$ cat src/rtl/swap_pkg.sv
// Shared types for the swap response tracker: initiator index and the
// per-transaction tracking entry {orig, pres}.
package swap_pkg;

  localparam int unsigned IDX_W = 3;

  typedef logic [IDX_W-1:0] init_idx_t;

  typedef struct packed {
    init_idx_t orig;
    init_idx_t pres;
  } entry_t;

endpackage

$ cat src/rtl/swap_rsp_fifo.sv
// Generic DEPTH-entry synchronous FIFO with registered head, count and
// full/empty flags; no same-cycle bypass from push to head.
module swap_rsp_fifo #(
  parameter int unsigned W         = 6,
  parameter int unsigned DEPTH     = 4,
  parameter int unsigned LOG_DEPTH = 2
) (
  input  logic               clk,
  input  logic               rst,
  input  logic               push,
  input  logic [W-1:0]       din,
  input  logic               pop,
  output logic               full,
  output logic               empty,
  output logic [LOG_DEPTH:0] count,
  output logic [W-1:0]       head
);

  logic [W-1:0]         mem [DEPTH];
  logic [LOG_DEPTH-1:0] wptr;
  logic [LOG_DEPTH-1:0] rptr;

  always_ff @(posedge clk or posedge rst) begin
    if (rst) begin
      wptr  <= '0;
      rptr  <= '0;
      count <= '0;
    end else begin
      if (push) wptr <= wptr + LOG_DEPTH'(1);
      if (pop)  rptr <= rptr + LOG_DEPTH'(1);
      unique case ({push, pop})
        2'b10:   count <= count + (LOG_DEPTH+1)'(1);
        2'b01:   count <= count - (LOG_DEPTH+1)'(1);
        default: count <= count;
      endcase
    end
  end

  // Storage carries no reset; validity is tracked by count alone.
  always_ff @(posedge clk) begin
    if (push) mem[wptr] <= din;
  end

  assign full  = (count == (LOG_DEPTH+1)'(DEPTH));
  assign empty = (count == '0);
  assign head  = mem[rptr];

endmodule

$ cat src/rtl/swap_rsp_tracker.sv
// Return path of the region-match swap: remembers original/presented initiator
// per request and steers in-order responses back to the original initiator.
// Optional build macro SWAP_RSP_CHECK_EN adds sticky err_o and drops orphans.
module swap_rsp_tracker
  import swap_pkg::*;
#(
  parameter int unsigned N_INIT_PORT = 8,
  parameter int unsigned LOG_N_INIT  = 3,
  parameter int unsigned DEPTH       = 4,
  parameter int unsigned LOG_DEPTH   = 2
) (
  input  logic                                  clk,
  input  logic                                  rst,
  input  logic [N_INIT_PORT-1:0]                select_i,
  input  logic [N_INIT_PORT-1:0][LOG_N_INIT-1:0] target_i,
  input  logic                                  req_valid_i,
  input  logic [LOG_N_INIT-1:0]                 req_init_i,
  output logic                                  req_ready_o,
  output logic                                  req_valid_o,
  output logic [LOG_N_INIT-1:0]                 req_init_o,
  input  logic                                  req_ready_i,
  input  logic                                  rsp_valid_i,
  input  logic                                  rsp_last_i,
  input  logic [LOG_N_INIT-1:0]                 rsp_dst_i,
  output logic                                  rsp_ready_o,
  output logic [N_INIT_PORT-1:0]                rsp_valid_o,
  input  logic [N_INIT_PORT-1:0]                rsp_ready_i,
  output logic [LOG_DEPTH:0]                    occ_o
`ifdef SWAP_RSP_CHECK_EN
  ,
  output logic                                  err_o
`endif
);

  localparam int unsigned EW = $bits(entry_t);

  entry_t          push_entry;
  entry_t          head;
  logic [EW-1:0]   head_raw;
  logic            full;
  logic            empty;
  logic            push;
  logic            pop;
  logic [LOG_N_INIT-1:0] presented;

  // Swap lookup is sampled only here, at push time.
  always_comb begin
    presented = req_init_i;
    if (select_i[req_init_i]) presented = target_i[req_init_i];
  end

  assign req_init_o  = presented;
  assign req_valid_o = !rst && req_valid_i && !full;
  assign req_ready_o = !rst && req_ready_i && !full;
  assign push        = req_valid_i && req_ready_o;

  assign push_entry.orig = init_idx_t'(req_init_i);
  assign push_entry.pres = init_idx_t'(presented);
  assign head            = entry_t'(head_raw);

  // Routing follows head.orig only; the carried rsp_dst_i is never used to steer.
  always_comb begin
    rsp_valid_o = '0;
    rsp_ready_o = 1'b0;
    if (!rst) begin
      if (!empty) begin
        rsp_valid_o[head.orig] = rsp_valid_i;
        rsp_ready_o            = rsp_ready_i[head.orig];
      end else begin
`ifdef SWAP_RSP_CHECK_EN
        rsp_ready_o = 1'b1;
`else
        rsp_ready_o = 1'b0;
`endif
      end
    end
  end

  assign pop = rsp_valid_i && rsp_ready_o && rsp_last_i && !empty;

  swap_rsp_fifo #(
    .W         (EW),
    .DEPTH     (DEPTH),
    .LOG_DEPTH (LOG_DEPTH)
  ) u_fifo (
    .clk   (clk),
    .rst   (rst),
    .push  (push),
    .din   (EW'(push_entry)),
    .pop   (pop),
    .full  (full),
    .empty (empty),
    .count (occ_o),
    .head  (head_raw)
  );

`ifdef SWAP_RSP_CHECK_EN
  // Sticky flag for orphan beats and presented-index mismatches.
  always_ff @(posedge clk or posedge rst) begin
    if (rst) begin
      err_o <= 1'b0;
    end else if (rsp_valid_i && (empty || (rsp_dst_i != LOG_N_INIT'(head.pres)))) begin
      err_o <= 1'b1;
    end
  end
`else
  logic unused_c;
  assign unused_c = ^{rsp_dst_i, head.pres};
`endif

endmodule

$ cat config.mk
export PLATFORM = sky130hd
export DESIGN_NAME = swap_rsp_tracker
export DESIGN_NICKNAME = d
export VERILOG_FILES = /design/src/rtl/swap_pkg.sv /design/src/rtl/swap_rsp_fifo.sv /design/src/rtl/swap_rsp_tracker.sv
export SDC_FILE = /design/constraint.sdc
export NUM_CORES = 1
export LEC_CHECK = 0
export ABC_CLOCK_PERIOD_IN_PS = 3600
export CORE_MARGIN = 2
export CORE_UTILIZATION = 44
export CTS_CLUSTER_DIAMETER = 100
export DETAILED_ROUTE_END_ITERATION = 16
export PLACE_DENSITY_LB_ADDON = 0.1
export SYNTH_ARGS = -nofsm -noshare
export SYNTH_HDL_FRONTEND = slang
export SYNTH_HIERARCHICAL = 1
export SYNTH_SLANG_ARGS = --single-unit
$ cat constraint.sdc
create_clock -name clk -period 3.6 [get_ports clk]
set_input_delay 0.72 -clock clk [delete_from_list [all_inputs] [get_ports clk]]
set_output_delay 0.72 -clock clk [all_outputs]
set_load 0.05 [all_outputs]
==> summary.txt <==
Die
  – Die W: 59.3 µm
  – Die ar.: 0.00352 mm²
  – Starting Density: a little under half
  – Boundary Pins: 69
  – Die Ht: 59.3 µm
  – Core ar.: 0.00298 mm²
  – Std-Cell Rows: 20

STA
  – Clock skew: 0.00198 ns
  – Final hold vios: 0
  – Setup violations, final: 0
  – Post-layout min period: 3.27 ns
  – Final slew viol count: 0
  – Tightest Pin Transition: slightly above 0.5 ns
  – Fmax: 306 MHz
  – Period utilisation layout: 90.8%
  – Final setup TNS: 0 ns
  – Max_slew headroom: 66.3%
  – RSZ-0062 raised after global routing: no

Placement
  – Dpl cells: 203
  – IO buf count: 65
  – DP HPWL: about 2400 µm
  – Final GP Congestion: 0.712

Synthesis
  – Synth Warn #: 6
  – Avg Cell Area, Syn: about 12 µm²
  – Mapped cell area: 0.00135 mm²
  – Syn Inst Count: 108
  – Syn_nets: 166

Setup path
  – CP endpoint kind: output port
  – R2r setup slk: 0.68 ns
  – Critical path class: input pin to output port
  – Buffer and inverter count on the worst path: 3
  – CP cell instances: clkdlybuf4s50_1 -> buf_4 -> mux4_2 -> mux2_2 -> nand2_1 -> o21ai_1 -> buf_12
  – WP data arrival: 2.55 ns
  – Worst Path Required: 2.88 ns
  – Startpoint Class: input pin
  – Crit-path max cell delay: 0.54 ns
  – Worst-path fanout max: 12
  – Critical path's top delay family: multiplexers
  – Slowest CP cell: mux4_2

Clock network
  – H-tree depth: 1
  – CTS Buffer Depth: 2
  – CTS hold repair buffers: 0
  – CTS Buf Count: 3
  – Clock Latency Late Sink: 0.28 ns
  – Post_cts resized: 0
  – Clk root buf: clkbuf_4
  – Post-CTS setup buffer count: 0
  – CTS clock-pin slew for the worst setup and hold paths: 0.10 ns
  – CTS sink count: 19
  – CTS tree: yes

Global route
  – Initial antenna violation count: 0
  – Largest net degree at the start of global routing: 13
  – Global-route usage over all layers: 17.5%
  – First-pass GRT wire length: 4690 µm
  – Number of global-route vias before repair: 1164
  – Grt ovf: 0

Power and ir drop
  – Share of power burned in registers: 33.5%
  – Max IR drop VDD: 0.000193 V
  – Comb pwr share: 56.3%
  – P_int: 579 µW
  – Leak: 0.828 nW
  – Sw Ratio: 41.9%
  – Net Switching: 417 µW
  – Clk pwr share: 10.1%
  – Pwr Density: 490 mW/mm²

Drt
  – DRT iter0 DRCs: 29
  – Wire length per cell: about 13 µm
  – DR vias: 1102
  – Antenna Violating Nets Remaining: 0
  – Vias/cell: 5.32
  – Routed wire length: around 2700 µm
  – Drt pass-1 iters: 4
  – Drt drc: 0

Run
  – Max-cap viol count: 0

Cells and area
  – P&R area growth vs syn: 51.1%
  – Nets: between 200 and 250
  – Fin cells: 207
  – Share of layout cells above drive strength 1: 17.2%
  – Antenna Cells: 0

Worst hold path
  – Worst hold path class: flop to flop

Status
  – Outcome: completed
==> area by class of cell <==
| cell class | count | area (µm²) |
|---|---|---|
| Clock buffer | 3 | 22.5 |
| Clock inverter | 1 | 5.00 |
| Fill cell | 242 | 946 |
| Inverter | 7 | 26.3 |
| Multi-Input combinational cell | 76 | 728 |
| Sequential cell | 19 | 536 |
| Tap cell | 33 | 41.3 |
| Timing Repair Buffer | 68 | 673 |
==> worst register-to-register path, cell delays in order, from the launching register on <==
cell and delay [ns]:
dfrtp_1 0.50, mux4_2 0.60, mux4_2 0.37, mux2i_1 0.08, nor2_1 0.24, ha_1 0.23
inv_1 0.06, fa_1 0.37, xor2_1 0.15, nor2_1 0.12, xor2_1 0.15
==> power groups by stage <==
| stage | Clock, mW | Combinational [mW] | Sequential (mW) |
|---|---|---|---|
| finish | 0.101 | 0.561 | 0.334 |
| global route | 0.116 | 0.618 | 0.342 |
| CTS | 0.106 | 0.567 | 0.336 |
| detailed placement | 0 | 0.564 | 0.340 |
| global placement | 0 | 0.548 | 0.337 |
| floorplan | 0 | 0.360 | 0.375 |
==> routing by layer <==
layer / vias up / global-route usage (%) / wire [µm]
met5: - / 0 / 0
met4: 0 / 5.84 / 0
met3: 0 / 4.37 / 272
met2: 59 / 35.3 / 1470
met1: 513 / 16.7 / 985
li1: 530 / - / -
==> registers in the layout (all words and copies together), names as in the netlist <==
name	cells
u_fifo/mem	12
u_fifo/count	3
u_fifo/rptr	2
u_fifo/wptr	2
==> final timing paths <==
check | depth (start not counted) | end | from
setup / recovery | 7 | req_init_o[0] | req_init_i[1]
hold / removal | 1 | u_fifo/count[2] | u_fifo/count[2]
setup reg to reg | 10 | u_fifo/count[2] | u_fifo/rptr[0]
hold reg to reg | 1 | u_fifo/count[2] | u_fifo/count[2]
max in group asynchronous | 2 | u_fifo/rptr[0] | rst
min in group asynchronous | 2 | u_fifo/count[1] | rst
==> per-stage QoR <==
| step | power [mW] | hold WS [ns] | utilization (%) | instance area [µm²] | setup slack, ns |
|---|---|---|---|---|---|
| floorplan | 0.735 | 0.494 | - | 1350 | 0.102 |
| global placement | 0.885 | 0.502 | 67.2 | 2000 | 0.335 |
| detailed placement | 0.905 | 0.526 | 67.2 | 2000 | 0.321 |
| CTS | 1.01 | 0.541 | 68.2 | 2030 | 0.0671 |
| global route | 1.08 | 0.579 | 68.2 | 2030 | 0.182 |
| finish | 0.996 | 0.538 | 68.2 | 2030 | 0.333 |
==> cell usage in the layout, fill, tap and decap left out, types with 2 or more instances in the layout <==
| cell | n |
|---|---|
| nor3_1 | 4 |
| dfrtp_1 | 7 |
| xnor2_1 | 2 |
| nor2_1 | 8 |
| xor2_1 | 4 |
| inv_1 | 7 |
| buf_12 | 2 |
| mux4_1 | 2 |
| nand2_1 | 7 |
| mux2_2 | 3 |
| o21ai_0 | 5 |
| nor3b_1 | 3 |
| mux2i_1 | 9 |
| mux4_2 | 9 |
| buf_4 | 12 |
| and2_1 | 5 |
| clkdlybuf4s50_1 | 53 |
| ha_1 | 5 |
| clkbuf_4 | 3 |
| o21ai_1 | 2 |
| nand2b_1 | 3 |
| edfxtp_1 | 12 |
(Power assumes the default switching activity.)
